[config.mk]
export PLATFORM = sky130hd
export DESIGN_NAME = systolic_input_feeder
export DESIGN_NICKNAME = d
export VERILOG_FILES = /design/src/rtl/systolic_input_feeder.sv
export SDC_FILE = /design/constraint.sdc
export NUM_CORES = 1
export LEC_CHECK = 0
export BUFFER_PORTS_ARGS = -buffer_cell sky130_fd_sc_hd__buf_2
export CORE_MARGIN = 2
export CORE_UTILIZATION = 50
export CTS_CLUSTER_SIZE = 16
export DETAILED_ROUTE_END_ITERATION = 6
export PLACE_DENSITY = 0.68
export SLEW_MARGIN = 20
export SYNTH_ARGS = -nofsm -noshare
export SYNTH_HDL_FRONTEND = slang
export SYNTH_SLANG_ARGS = --single-unit
[constraint.sdc]
create_clock -name clk -period 7.5 [get_ports clk]
set_input_delay 0.375 -clock clk [delete_from_list [all_inputs] [get_ports clk]]
set_output_delay 0.375 -clock clk [all_outputs]
set_load 0.05 [all_outputs]
[src/rtl/systolic_input_feeder.sv]
// Input feeder for a 3x3 systolic array: buffers one batch of 3-element vectors,
// then streams them with the diagonal skew (row i delayed i cycles) plus start/done control.
module systolic_input_feeder #(
  parameter int DATA_W       = 16,
  parameter int FIFO_DEPTH   = 8,
  parameter int DRAIN_CYCLES = 5
) (
  input  logic              clk,
  input  logic              rst,
  input  logic              in_valid,
  output logic              in_ready,
  input  logic [DATA_W-1:0] in_data_0,
  input  logic [DATA_W-1:0] in_data_1,
  input  logic [DATA_W-1:0] in_data_2,
  input  logic              in_last,
  output logic [DATA_W-1:0] feed_0,
  output logic [DATA_W-1:0] feed_1,
  output logic [DATA_W-1:0] feed_2,
  output logic [2:0]        feed_valid,
  output logic              sa_start,
  output logic              busy,
  output logic              done
);

  localparam int AW = (FIFO_DEPTH > 1) ? $clog2(FIFO_DEPTH) : 1;
  localparam int CW = $clog2(FIFO_DEPTH) + 1;
  localparam int DW = (DRAIN_CYCLES > 1) ? $clog2(DRAIN_CYCLES) : 1;
  localparam logic [CW-1:0] FULL_CNT   = CW'(FIFO_DEPTH);
  localparam logic [CW-1:0] ONE_CNT    = CW'(1);
  localparam logic [DW-1:0] DRAIN_LAST = DW'(DRAIN_CYCLES - 1);
  localparam logic [DATA_W-1:0] ZERO_D = {DATA_W{1'b0}};

  typedef enum logic [1:0] {
    S_IDLE   = 2'd0,
    S_LOAD   = 2'd1,
    S_STREAM = 2'd2,
    S_DRAIN  = 2'd3
  } state_e;

  state_e                state_q, state_d;
  logic [3*DATA_W-1:0]   mem_q [FIFO_DEPTH];
  logic [AW-1:0]         wr_ptr_q, wr_ptr_d;
  logic [AW-1:0]         rd_ptr_q, rd_ptr_d;
  logic [CW-1:0]         count_q, count_d;
  logic [DW-1:0]         drain_q, drain_d;
  logic                  done_q, done_d;
  logic                  start_q, start_d;
  logic                  in_ready_s, accept_s, pop_s, last_accept_s;
  logic [3*DATA_W-1:0]   head_s;

  // Skew pipeline: lane 0 has one stage, lane 1 two, lane 2 three
  logic [DATA_W-1:0]     l0_q, l1a_q, l1b_q, l2a_q, l2b_q, l2c_q;
  logic                  v0_q, v1a_q, v1b_q, v2a_q, v2b_q, v2c_q;

  assign accept_s      = in_valid & in_ready_s;
  assign last_accept_s = in_last | ((count_q + ONE_CNT) == FULL_CNT);
  assign head_s        = mem_q[rd_ptr_q];

  // Next-state, FIFO bookkeeping and handshake decode
  always_comb begin
    state_d    = state_q;
    drain_d    = drain_q;
    done_d     = 1'b0;
    in_ready_s = 1'b0;
    pop_s      = 1'b0;
    case (state_q)
      S_IDLE: begin
        in_ready_s = rst;
        if (accept_s) begin
          state_d = last_accept_s ? S_STREAM : S_LOAD;
        end else begin
          state_d = S_IDLE;
        end
      end
      S_LOAD: begin
        in_ready_s = rst & (count_q < FULL_CNT);
        if (accept_s && last_accept_s) begin
          state_d = S_STREAM;
        end else begin
          state_d = S_LOAD;
        end
      end
      S_STREAM: begin
        pop_s = 1'b1;
        if (count_q == ONE_CNT) begin
          state_d = S_DRAIN;
          drain_d = {DW{1'b0}};
        end else begin
          state_d = S_STREAM;
        end
      end
      S_DRAIN: begin
        if (drain_q == DRAIN_LAST) begin
          state_d = S_IDLE;
          done_d  = 1'b1;
        end else begin
          drain_d = drain_q + DW'(1);
        end
      end
      default: begin
        state_d = S_IDLE;
      end
    endcase

    wr_ptr_d = accept_s ? (wr_ptr_q + AW'(1)) : wr_ptr_q;
    rd_ptr_d = pop_s ? (rd_ptr_q + AW'(1)) : rd_ptr_q;
    case ({accept_s, pop_s})
      2'b10:   count_d = count_q + ONE_CNT;
      2'b01:   count_d = count_q - ONE_CNT;
      default: count_d = count_q;
    endcase
    start_d = (state_d == S_STREAM) || (state_d == S_DRAIN);
  end

  // Control state and FIFO pointers
  always_ff @(posedge clk or negedge rst) begin
    if (!rst) begin
      state_q  <= S_IDLE;
      wr_ptr_q <= {AW{1'b0}};
      rd_ptr_q <= {AW{1'b0}};
      count_q  <= {CW{1'b0}};
      drain_q  <= {DW{1'b0}};
      done_q   <= 1'b0;
      start_q  <= 1'b0;
    end else begin
      state_q  <= state_d;
      wr_ptr_q <= wr_ptr_d;
      rd_ptr_q <= rd_ptr_d;
      count_q  <= count_d;
      drain_q  <= drain_d;
      done_q   <= done_d;
      start_q  <= start_d;
    end
  end

  // Vector storage; contents are don't-care while the count says empty
  always_ff @(posedge clk) begin
    if (accept_s) begin
      mem_q[wr_ptr_q] <= {in_data_2, in_data_1, in_data_0};
    end
  end

  // Skew registers; empty slots carry zeros so the array accumulates nothing
  always_ff @(posedge clk or negedge rst) begin
    if (!rst) begin
      l0_q  <= ZERO_D;  v0_q  <= 1'b0;
      l1a_q <= ZERO_D;  v1a_q <= 1'b0;
      l1b_q <= ZERO_D;  v1b_q <= 1'b0;
      l2a_q <= ZERO_D;  v2a_q <= 1'b0;
      l2b_q <= ZERO_D;  v2b_q <= 1'b0;
      l2c_q <= ZERO_D;  v2c_q <= 1'b0;
    end else begin
      l0_q  <= pop_s ? head_s[DATA_W-1:0] : ZERO_D;
      v0_q  <= pop_s;
      l1a_q <= pop_s ? head_s[2*DATA_W-1:DATA_W] : ZERO_D;
      v1a_q <= pop_s;
      l1b_q <= l1a_q;
      v1b_q <= v1a_q;
      l2a_q <= pop_s ? head_s[3*DATA_W-1:2*DATA_W] : ZERO_D;
      v2a_q <= pop_s;
      l2b_q <= l2a_q;
      v2b_q <= v2a_q;
      l2c_q <= l2b_q;
      v2c_q <= v2b_q;
    end
  end

  assign in_ready   = in_ready_s;
  assign feed_0     = l0_q;
  assign feed_1     = l1b_q;
  assign feed_2     = l2c_q;
  assign feed_valid = {v2c_q, v1b_q, v0_q};
  assign sa_start   = start_q;
  assign busy       = start_q;
  assign done       = done_q;

endmodule

* After elaboration in Yosys (flattened, before gate mapping) *
Memories as Yosys holds them, arrays and structs flattened.
Cells that the tools add are included.

storage, ports and cells
  memories kept = 1
  output and inout bits = 55
  ROM bits = 0
  memory bits (writable) = 384
  bits in registers = 116
  logic and storage cells = 63
  bits in latches = 0

cells by class
  order comparisons = 1
  div/mod/pow operators = 0
  multiplexer cells = 19
  multiply operators = 0
  add/sub/neg operators = 5
  bitwise logic cells = 3
  reduce and logical (&&, ||, !) cells = 6
  equal/unequal tests = 12
  shift operators = 0

memory list
  name   depth  width  rd ports  clocked after memory_dff  write ports  line  text
  mem_q  8      48     1         0                         1            41    logic [3*DATA_W-1:0] mem_q [FIFO_DEPTH];

operators with widths
  operator               number
  $mux W16               3
  $eq A2 B2 Y1 const B   5
  $add A3 B1 Y3 const B  3
  $mux W2                4
  $pmux W2 S4            1
  $pmux W4 S2            1
  $mux W1                6
  $mux W3                2
  $pmux W3 S2            1
  $add A4 B1 Y4 const B  1
  $eq A2 B1 Y1 const B   2
  $eq A4 B1 Y1 const B   1
  $eq A4 B4 Y1 const B   1
  $lt A4 B4 Y1 const B   1
  $ne A2 B2 Y1 const B   2
  $reduce_bool A2 Y1     2
  $sub A4 B1 Y4 const B  1
  $eq A3 B3 Y1 const B   1
  $reduce_and A3 Y1      1
  $and A1 B1 Y1          2
  $logic_not A2 Y1       1
  $pmux W1 S2            1
  $logic_and A1 B1 Y1    1
  $logic_or A1 B1 Y1     1
  $or A1 B1 Y1           1

* Longest topological paths before layout *
Gate-level depths: netlist (run 1).

  depth in word-level cells = 9
  depth in mapped cells = 7

* Worst setup path after synthesis (run 1) *
OpenSTA, ideal clock, no wires.

  kind = reg2reg
  start point = register busy (netlist name)
  end point = memory mem_q[2][0] (netlist bit), enable pin
  data required time = 6.910 ns
  setup time = 0.590 ns
  slack = -0.396 ns
  stages on the path, launching flop included = 4
  arrival = 7.307 ns
  path buffers = 0
  clock period less this slack = 7.896 ns
  cell sequence = dfrtp_1 -> a211oi_1 -> nand2_1 -> nor4b_1

RTL lines
  what       line
  to (decl)  41

* Final worst setup path (run 1) *
  start point = input rst
  end point = memory mem_q[7][41] (netlist bit), enable pin

between the ends
  longest elaborated chain between the ends = 5

RTL lines
  what                               line  text
  from (decl)                        9     input logic rst,
  $and A1 B1 Y1                      76    in_ready_s = rst & (count_q < FULL_CNT);
  $pmux W1 S2 (*)                    66    case (state_q)
  $and A1 B1 Y1 (*)                  55    assign accept_s = in_valid & in_ready_s;
  $mux W1 (*)                        138   if (accept_s) begin
  $mux W1 (implied by the code) (*)  139   mem_q[wr_ptr_q] <= {in_data_2, in_data_1, in_data_0};

Mark *: on every way between the ends. The rest lies on a longest branch, timed or not.

==> flow_summary.yaml, run 1 <==
outcome:
  status: "complete, no violations"
pwr:
  peakVddDrop_mv: 0.239
  power_frac_seq_pct: 46.8
  total_leakage_power_nw: 7.28
  clockPowerShare_pct: 30.4
  internal_power_w: 0.00545
  p_sw_share_pct: 29.6
  p_per_area_nw_per_um2: 380
  switching_power_w: 0.00229
  p_comb_share_pct: 22.8
logic_synthesis:
  synth-edff-count: 384
  synth_top_area_cell: "edfxtp_1"
  synth-async-reset-ratio_pct: 23.0
  synthFlopType: "edfxtp_1"
  syn_inst: 751
  syn_nets: 810
  syn_avg_cell_area_um2: 23.6
  syn-cell-area_um2: 17800
  ys_ff_latch: 499
  yosysSeqAreaShare_pct: 81.2
  yosysWarningCount: 0
  synth.top_cell.area_share_pct: 65.0
  synth.distinct_cells: 38
  synthTopCellsByArea: "edfxtp_1 (65%), dfrtp_1 (16%), mux4_2 (12%)"
timing:
  slew_headroom_pct: 38.3
  min_period_over_period_pct: 41.7
  setup_viol: 0
  slew_violations: 0
  rsz0062_at_grt: "false"
  hold_viol: 0
  tightest_slew_ps: 925
  fin_crit_ps: 3130
  fmax_ghz: 0.320
  finClkSkew_ps: 12.5
  setup_tns_ps: 0
placement:
  place_area_um2: 18800
  numPortBuffers: 106
  dp_hpwl_mm: 16.7
  place_congestion: 0.693
critical_path:
  worst-endpoint-arrival_ps: 3290
  cp_top_family: "buffers and inverters"
  path_class: "in -> reg"
  cp_num_buf_inv: 4
  max_stage_delay_ps: 660
  crit_slowest_cell: "buf_4"
  cp-start-kind: "primary input"
  end_kind: "flip-flop"
  worstPathRequired_ps: 7670
  path_cells: "dlygate4sd3_1 > buf_6 > inv_1 > a2111oi_4 > nand2_2 > nor2_4 > buf_4"
  path_max_fanout: 50
detailed_routing:
  drc: 0
  route.antenna.remaining_nets: 0
  routed_wl_mm: 33.0
  dr_total_vias: 7883
  wire_per_inst_um: 23.8
  drt_iter0_drc: 613
  via_per_inst: 5.69
  firstDrtPassIters: 5
global_route:
  top_usage_layer: "met2"
  use_met1_pct: 27.6
  grt_overflow: 0
  grt_pass1_vias: 8101
  grt_first_pass_wirelength_mm: 50.2
  grt_antenna_before_repair: 5
  globalRouteMet2Util_pct: 28.3
  use_met3_pct: 4.07
  track_usage_pct: 18.6
  grt_max_degree: 68
clock_network:
  cts_root_buffer: "clkbuf_16"
  cts_made_buffers: 49
  h-tree-depth: 2
  clk_path_buf_depth: 3
  cts_setup_buffers: 0
  cts_tree: "built"
  cts_sinks: 499
  clk_pin_slew_ps: 60
  clk_latency_ps: 550
floorplanning:
  die_y_um: 192
  die_x_um: 192
  io_pins: 107
  rows: 69
  core_region_area_um2: 35200
  fp.dieArea_um2: 37000
  start_util_pct: 50.4
layout:
  fin_area_um2: 20400
  num-nets-final: 947
  area_growth_syn_to_layout_pct: 14.8
  drive_gt1_share_pct: 33.2
  final_common_cell: "edfxtp_1"
  final_cell_mix: "edfxtp_1 (384), dfrtp_1 (113), buf_2 (105)"
  utilization_pct: 57.8
flow_run:
  drv_cap: 0
worst_hold_path:
  min_path_type: "in -> reg"
-- path summary, 6_finish.rpt --
kind	slack, ps	cells after the start	from	to
worst min-delay path	90	1	in_data_0[0]	mem_q[2][0]$_DFFE_PP_
worst max register to register	4760	3	rd_ptr_q[0]$_DFFE_PN0P_	feed_0[3]$_DFF_PN0_
worst min register to register	350	0	l2a_q[12]$_DFF_PN0_	l2b_q[12]$_DFF_PN0_
max in group asynchronous	5740	3	rst	rd_ptr_q[1]$_DFFE_PN0P_
worst max-delay path	4370	7	rst	mem_q[7][41]$_DFFE_PP_
min in group asynchronous	390	2	rst	feed_2[12]$_DFF_PN0_
-- state kept, by name, summed over array words and instances, names as in the netlist, 4 cells and up --
| signal | count |
|---|---|
| feed_0 | 16 |
| count_q | 4 |
| feed_2 | 16 |
| l2a_q | 16 |
| l1a_q | 16 |
| feed_1 | 16 |
| l2b_q | 16 |
| mem_q | 384 |
-- power groups by stage --
stage | registers, W | logic, W | clock network, W
6_report | 0.00363 | 0.00176 | 0.00235
2_1_floorplan | 0.00393 | 0.00113 | 0
3_3_place_gp | 0.00368 | 0.00177 | 0
4_1_cts | 0.00364 | 0.00180 | 0.00241
3_5_place_dp | 0.00369 | 0.00179 | 0
5_1_grt | 0.00368 | 0.00189 | 0.00253
-- area by class of cell --
cell class	instances	area, um2
Antenna cell	1	2.50
Clock buffer	67	1340
Clock inverter	20	203
Fill cell	2585	14900
Inverter	7	28.8
Multi-Input combinational cell	207	3120
Sequential cell	499	14400
Tap cell	461	577
Timing Repair Buffer	124	678
-- logic make-up after synthesis --
family          Yosys count  share of synthesized area, %
simple gates             31                          1.01
compound gates           62                          3.02
fa+ha+maj                 7                         0.493
mux                      99                          12.4
flops                   499                          81.2
buf+inv                  45                          1.55
xor+xnor                  8                         0.395
-- per-layer routing --
metal	vias to the layer above	wire length, um	part of all wire [%]
li1	3358	-	-
met1	4237	14700	45
met2	228	15600	47
met3	54	2040	6.2
met4	6	655	2.0
met5	-	39	0.12
-- repair_timing --
action,in CTS,in global routing
resized for setup,0,0
hold buffers,1,0
hold endpoints to repair,48,0
-- stage by stage --
step	worst slack (ps)	hold slack, ps	total power [W]	std cells
global route	4130	85.6	0.00810	1385
detailed placement	4310	336	0.00549	1297
floorplan	-396	79.4	0.00506	751
finish	4370	92.8	0.00774	1386
global placement	4320	332	0.00546	1297
CTS	4310	64.3	0.00785	1385
-- synth_stat cells, types with 6 or more instances --
library cell,instances
inv_1,6
ha_1,7
a22o_1,48
edfxtp_1,384
xnor2_1,7
buf_2,14
nor2_1,6
mux4_2,96
buf_6,9
nand2_1,11
clkbuf_1,9
dfrtp_1,115
(Power assumes the default switching activity.)
==> run 2, diff against run 1 <==
PLACE_DENSITY = 0.7   (was 0.68)
clock period = 2.8 ns   (was 7.5 ns; I/O delays follow)
==> run 2 against run 1 <==
Compared with the run above: clock skew is 8.6 ps higher; final cell count up 4.4%; via count rose by 1.3%; highest routed layer is now met4; first-iteration DRC count decreased by 2.8%; critical endpoint is now mem_q[3][12]$_DFFE_PP_; total power increased to 2.8 times the previous value; largest cell class unchanged; global-route usage is 0.17 points lower.
==> flow_summary.yaml, run 2 (same netlist as run 1, synthesis figures left out) <==
timing:
  hold_viol: 0
  slew_headroom_pct: 44.2
  finClkSkew_ps: 21.1
  holdWs_ps: 254
  rsz0062_at_grt: "false"
  slew_violations: 0
  finalWorstSetupSlack_ps: 559
  setup_viol: 0
  fin_crit_ps: 2240
  min_period_over_period_pct: 80.0
  tightest_slew_ps: 837
  fmax_ghz: 0.446
placement:
  dp_hpwl_mm: 17.8
  numPortBuffers: 106
  place_congestion: 0.717
  pre_cts_ws_ps: 567
layout:
  area_growth_syn_to_layout_pct: 19.4
  final_cell_mix: "edfxtp_1 (384), dfrtp_1 (112), buf_2 (105)"
  top_register: "mem_q"
  num-nets-final: 1003
  n_fill_cell: 2509
  largest_reg_flops: 384
  drive_gt1_share_pct: 33.2
  final_common_cell: "edfxtp_1"
pwr:
  total_leakage_power_nw: 7.65
  peakVddDrop_mv: 0.776
  p_per_area_nw_per_um2: 1010
global_route:
  track_usage_pct: 18.4
  grt_antenna_before_repair: 1
  grt_first_pass_wirelength_mm: 50.4
  grt_pass1_vias: 8309
  grt_max_degree: 61
  grt_overflow: 0
detailed_routing:
  routed_wl_mm: 32.7
  route.antenna.remaining_nets: 0
  drc: 0
  firstDrtPassIters: 5
  drt_iter0_drc: 596
  via_per_inst: 5.52
  wire_per_inst_um: 22.6
  dr_total_vias: 7988
clock_network:
  cts_sinks: 499
  clk_latency_ps: 560
  cts_made_buffers: 48
  hold_buffers: 50
  cts_setup_buffers: 0
  cts_root_buffer: "clkbuf_16"
  cts_resized: 0
  h-tree-depth: 2
  clk_pin_slew_ps: 60
  cts_tree: "built"
  clk_path_buf_depth: 3
critical_path:
  r2r_slack_ps: 560
  worst-endpoint-arrival_ps: 2430
  r2r-end: "mem_q[3][12]$_DFFE_PP_"
  path_class: "reg -> reg"
  r2r_cells: 4
  worstPathRequired_ps: 2990
  cp-start-kind: "flip-flop"
  timing.rr.start: "state_q[0]$_DFF_PN0_"
  crit_slowest_cell: "dfrtp_1"
  path_max_fanout: 32
  path_cells: "a2111oi_4 > nand2_2 > nor3b_4 > buf_4"
  max_stage_delay_ps: 470
  end_kind: "flip-flop"
floorplanning:
  die_y_um: 192
  rows: 69
  fp.dieArea_um2: 37000
  io_pins: 107
  die_x_um: 192
  start_util_pct: 50.4
  core_region_area_um2: 35200
worst_hold_path:
  min_path_cells: 6
  min_from: "in_valid"
  holdPathEnd: "wr_ptr_q[2]$_DFFE_PN0P_"
  min_path_type: "in -> reg"
flow_run:
  drv_cap: 0
outcome:
  status: "complete, no violations"
[run 2: worst max path at each step]
stage,from,to,slack [ps],cells past startpoint
after floorplan,busy$_DFF_PN0_,mem_q[2][0]$_DFFE_PP_,-630,3
after global placement,state_q[0]$_DFF_PN0_,mem_q[3][26]$_DFFE_PP_,590,4
after detailed placement,state_q[0]$_DFF_PN0_,mem_q[3][26]$_DFFE_PP_,570,4
after CTS,state_q[0]$_DFF_PN0_,mem_q[3][17]$_DFFE_PP_,550,4
after global routing,state_q[0]$_DFF_PN0_,mem_q[3][17]$_DFFE_PP_,430,4
final,state_q[0]$_DFF_PN0_,mem_q[3][12]$_DFFE_PP_,560,4
[run 2: report_power, final]
part / switching [W] / internal (W)
registers: 0.000614 / 0.00895
clock network: 0.00261 / 0.00395
logic: 0.00306 / 0.00212
total: 0.00628 / 0.0150
[run 2: metal layers]
metal  share of wire (%)  wire length (um)  GRT usage (%)
met5                   0                 0              0
met4                 1.4               471           4.61
met3                 5.8              1910           3.71
met2                  49             16000           29.2
met1                  44             14300           26.8
[run 2: worst max-delay path, delay by kind of cell (launching register included)]
family                 cells  cell delay (ps)
AND/OR/NAND/NOR            2              480
buffers and inverters      1              460
AO/OA/AOI/OAI              1              430
flip-flops                 1              470
[run 2: final cells by class]
type	instances	area [um2]	area share, %
inverters	7	28.8	0.136
flip-flops and latches	499	14400	68.0
well taps	461	577	2.72
repair buffers	181	1330	6.25
diodes	2	5.00	0.0236
clock buffers	64	1350	6.38
multi-input cells	207	3190	15.1
clock inverters	26	292	1.38
[run 2: per-stage QoR]
step	setup TNS, ps	instance area, um2	total power, W	cells	util (%)
6_report	0	21200	0.0213	1447	60.2
5_1_grt	0	21200	0.0222	1445	60.1
4_1_cts	0	21200	0.0216	1445	60.1
3_5_place_dp	0	19000	0.0149	1305	54.1
3_3_place_gp	0	19000	0.0148	1305	54.1
2_1_floorplan	-129840	17900	0.0136	751	-
==> run 3, diff against run 2 <==
clock period = 1.9 ns   (was 2.8 ns; I/O delays follow)
==> run 3 against run 2 <==
Compared with the run above: the run now ends with setup timing left; clock power rose by 39%; total power rose by 49%; non-clock buffer count rose by 68; worst hold slack got worse by 77 ps; register-to-register slack got worse by 680 ps; via count rose by 7.2%; fmax rose by 11%; critical path depth rose by 2; design area rose by 5.2%.
==> flow_summary.yaml, run 3 (same netlist as run 1, synthesis figures left out) <==
critical_path:
  path_cells: "a2111oi_4 > nand2_2 > buf_4 > nor2_4 > buf_4 > clkbuf_16"
  path_class: "reg -> reg"
  path_max_fanout: 10
  end_kind: "flip-flop"
  max_stage_delay_ps: 430
  cp-start-kind: "flip-flop"
  worstPathRequired_ps: 2180
  crit_top_cell: "buf_4"
  crit_slowest_cell: "dfrtp_2"
  worst-endpoint-arrival_ps: 2300
timing:
  holdWs_ps: 178
  slew_headroom_pct: 42.7
  tightest_slew_ps: 859
  min_period_over_period_pct: 106
  fmax_ghz: 0.494
  rsz0062_at_grt: "true"
  finClkSkew_ps: 22.9
  hold_viol: 0
  finalWorstSetupSlack_ps: -122
  setup_viol: 353
  setup_tns_ps: -24380
  slew_violations: 0
  fin_crit_ps: 2020
detailed_routing:
  via_per_inst: 5.65
  dr_total_vias: 8560
  firstDrtPassIters: 5
  routed_wl_mm: 37.9
  route.antenna.remaining_nets: 0
  wire_per_inst_um: 25.0
  drt_iter0_drc: 702
  drc: 0
floorplanning:
  die_x_um: 192
  core_region_area_um2: 35200
  fp.dieArea_um2: 37000
  io_pins: 107
  die_y_um: 192
  start_util_pct: 50.4
  rows: 69
placement:
  pre_cts_ws_ps: -159
  place_congestion: 0.747
  numPortBuffers: 106
  dp_hpwl_mm: 18.8
layout:
  num-nets-final: 1071
  top_register: "mem_q"
  final_common_cell: "edfxtp_1"
  largest_reg_flops: 384
  n_fill_cell: 2315
  drive_gt1_share_pct: 37.0
  area_growth_syn_to_layout_pct: 25.6
  utilization_pct: 63.3
  final_cell_mix: "edfxtp_1 (384), dfrtp_1 (111), buf_2 (104)"
pwr:
  p_sw_share_pct: 30.4
  p_comb_share_pct: 27.8
  p_per_area_nw_per_um2: 1420
  total_leakage_power_nw: 8.14
  peakVddDrop_mv: 1.02
  switching_power_w: 0.00963
  power_frac_seq_pct: 43.4
  clockPowerShare_pct: 28.8
  internal_power_w: 0.0220
clock_network:
  clk_pin_slew_ps: 60
  clk_latency_ps: 570
  cts_sinks: 499
  clk_path_buf_depth: 3
  cts_root_buffer: "clkbuf_16"
  cts_tree: "built"
  cts_made_buffers: 48
  h-tree-depth: 2
worst_hold_path:
  min_path_type: "in -> reg"
global_route:
  grt_pass1_vias: 8515
  grt_overflow: 0
  grt_max_degree: 63
  grt_antenna_before_repair: 2
  grt_first_pass_wirelength_mm: 52.0
  track_usage_pct: 19.2
outcome:
  violations: "setup timing"
  status: "finished, violations left"
flow_run:
  drv_cap: 0
## run 3: cell count changes in the layout (fill, tap and decap cells not counted), moves of 2 or more
cell,before,now
buf_4,17,25
bufinv_16,6,2
buf_8,0,3
clkbuf_16,49,67
clkinv_1,4,6
clkbuf_8,7,4
buf_12,8,27
buf_6,1,17
clkbuf_1,8,13
buf_16,0,5
## run 3: path summary, 6_finish.rpt
check                                       startpoint                       to  slack, ps  cells past startpoint
worst min-delay path                          in_valid  wr_ptr_q[0]$_DFFE_PN0P_        180                      5
worst min register to register     l1a_q[11]$_DFF_PN0_     feed_1[11]$_DFF_PN0_        350                      0
worst max register to register  count_q[3]$_DFFE_PN0P_    mem_q[7][0]$_DFFE_PP_       -120                      6
min in group asynchronous                          rst      l2a_q[10]$_DFF_PN0_        320                      3
max in group asynchronous                          rst       l2b_q[2]$_DFF_PN0_        380                      4
worst max-delay path            count_q[3]$_DFFE_PN0P_    mem_q[7][0]$_DFFE_PP_       -120                      6
## run 3: power by group through the flow
stage / Clock (W) / Combinational [W] / Sequential [W]
final: 0.00911 / 0.00880 / 0.0138
after global routing: 0.00973 / 0.00935 / 0.0139
after CTS: 0.00923 / 0.00868 / 0.0138
after detailed placement: 0 / 0.00845 / 0.0140
after global placement: 0 / 0.00839 / 0.0139
after floorplan: 0 / 0.00456 / 0.0155
## run 3: timing repair
action,CTS,global route
endpoints found under the hold margin,447,0
setup endpoints to repair,348,383
hold buffers,50,0
setup buffers,11,7
pin swaps,4,5
gates cloned,7,22
gates resized for setup,22,18
## run 3: worst max-delay path, delay by kind of cell (launching register included)
kind            cells  cell delay [ps]
flops               1              430
buf+inv             3              550
compound gates      1              430
simple gates        2              340
## run 3: area by class of cell
class / instances / area [um2] / area share [%]
antenna: 2 / 5.00 / 0.0224
clock buffer: 66 / 1330 / 5.96
clock inverter: 24 / 174 / 0.780
inverter: 7 / 28.8 / 0.129
multi-input combinational: 207 / 3190 / 14.3
sequential: 499 / 14400 / 64.7
tap: 461 / 577 / 2.59
timing repair buffer: 249 / 2570 / 11.5
## run 3: per-layer routing
layer / global-route usage, % / wire [um]
met5: 0 / 0
met4: 4.90 / 761
met2: 31.4 / 19100
met1: 27.0 / 15600
met3: 3.56 / 2490
## run 3: stage by stage
| step | area (um2) | instances | total power, W |
|---|---|---|---|
| detailed placement | 19400 | 1328 | 0.0224 |
| global route | 22300 | 1515 | 0.0330 |
| CTS | 21700 | 1486 | 0.0317 |
| floorplan | 17900 | 751 | 0.0201 |
| finish | 22300 | 1515 | 0.0317 |
| global placement | 19400 | 1328 | 0.0223 |
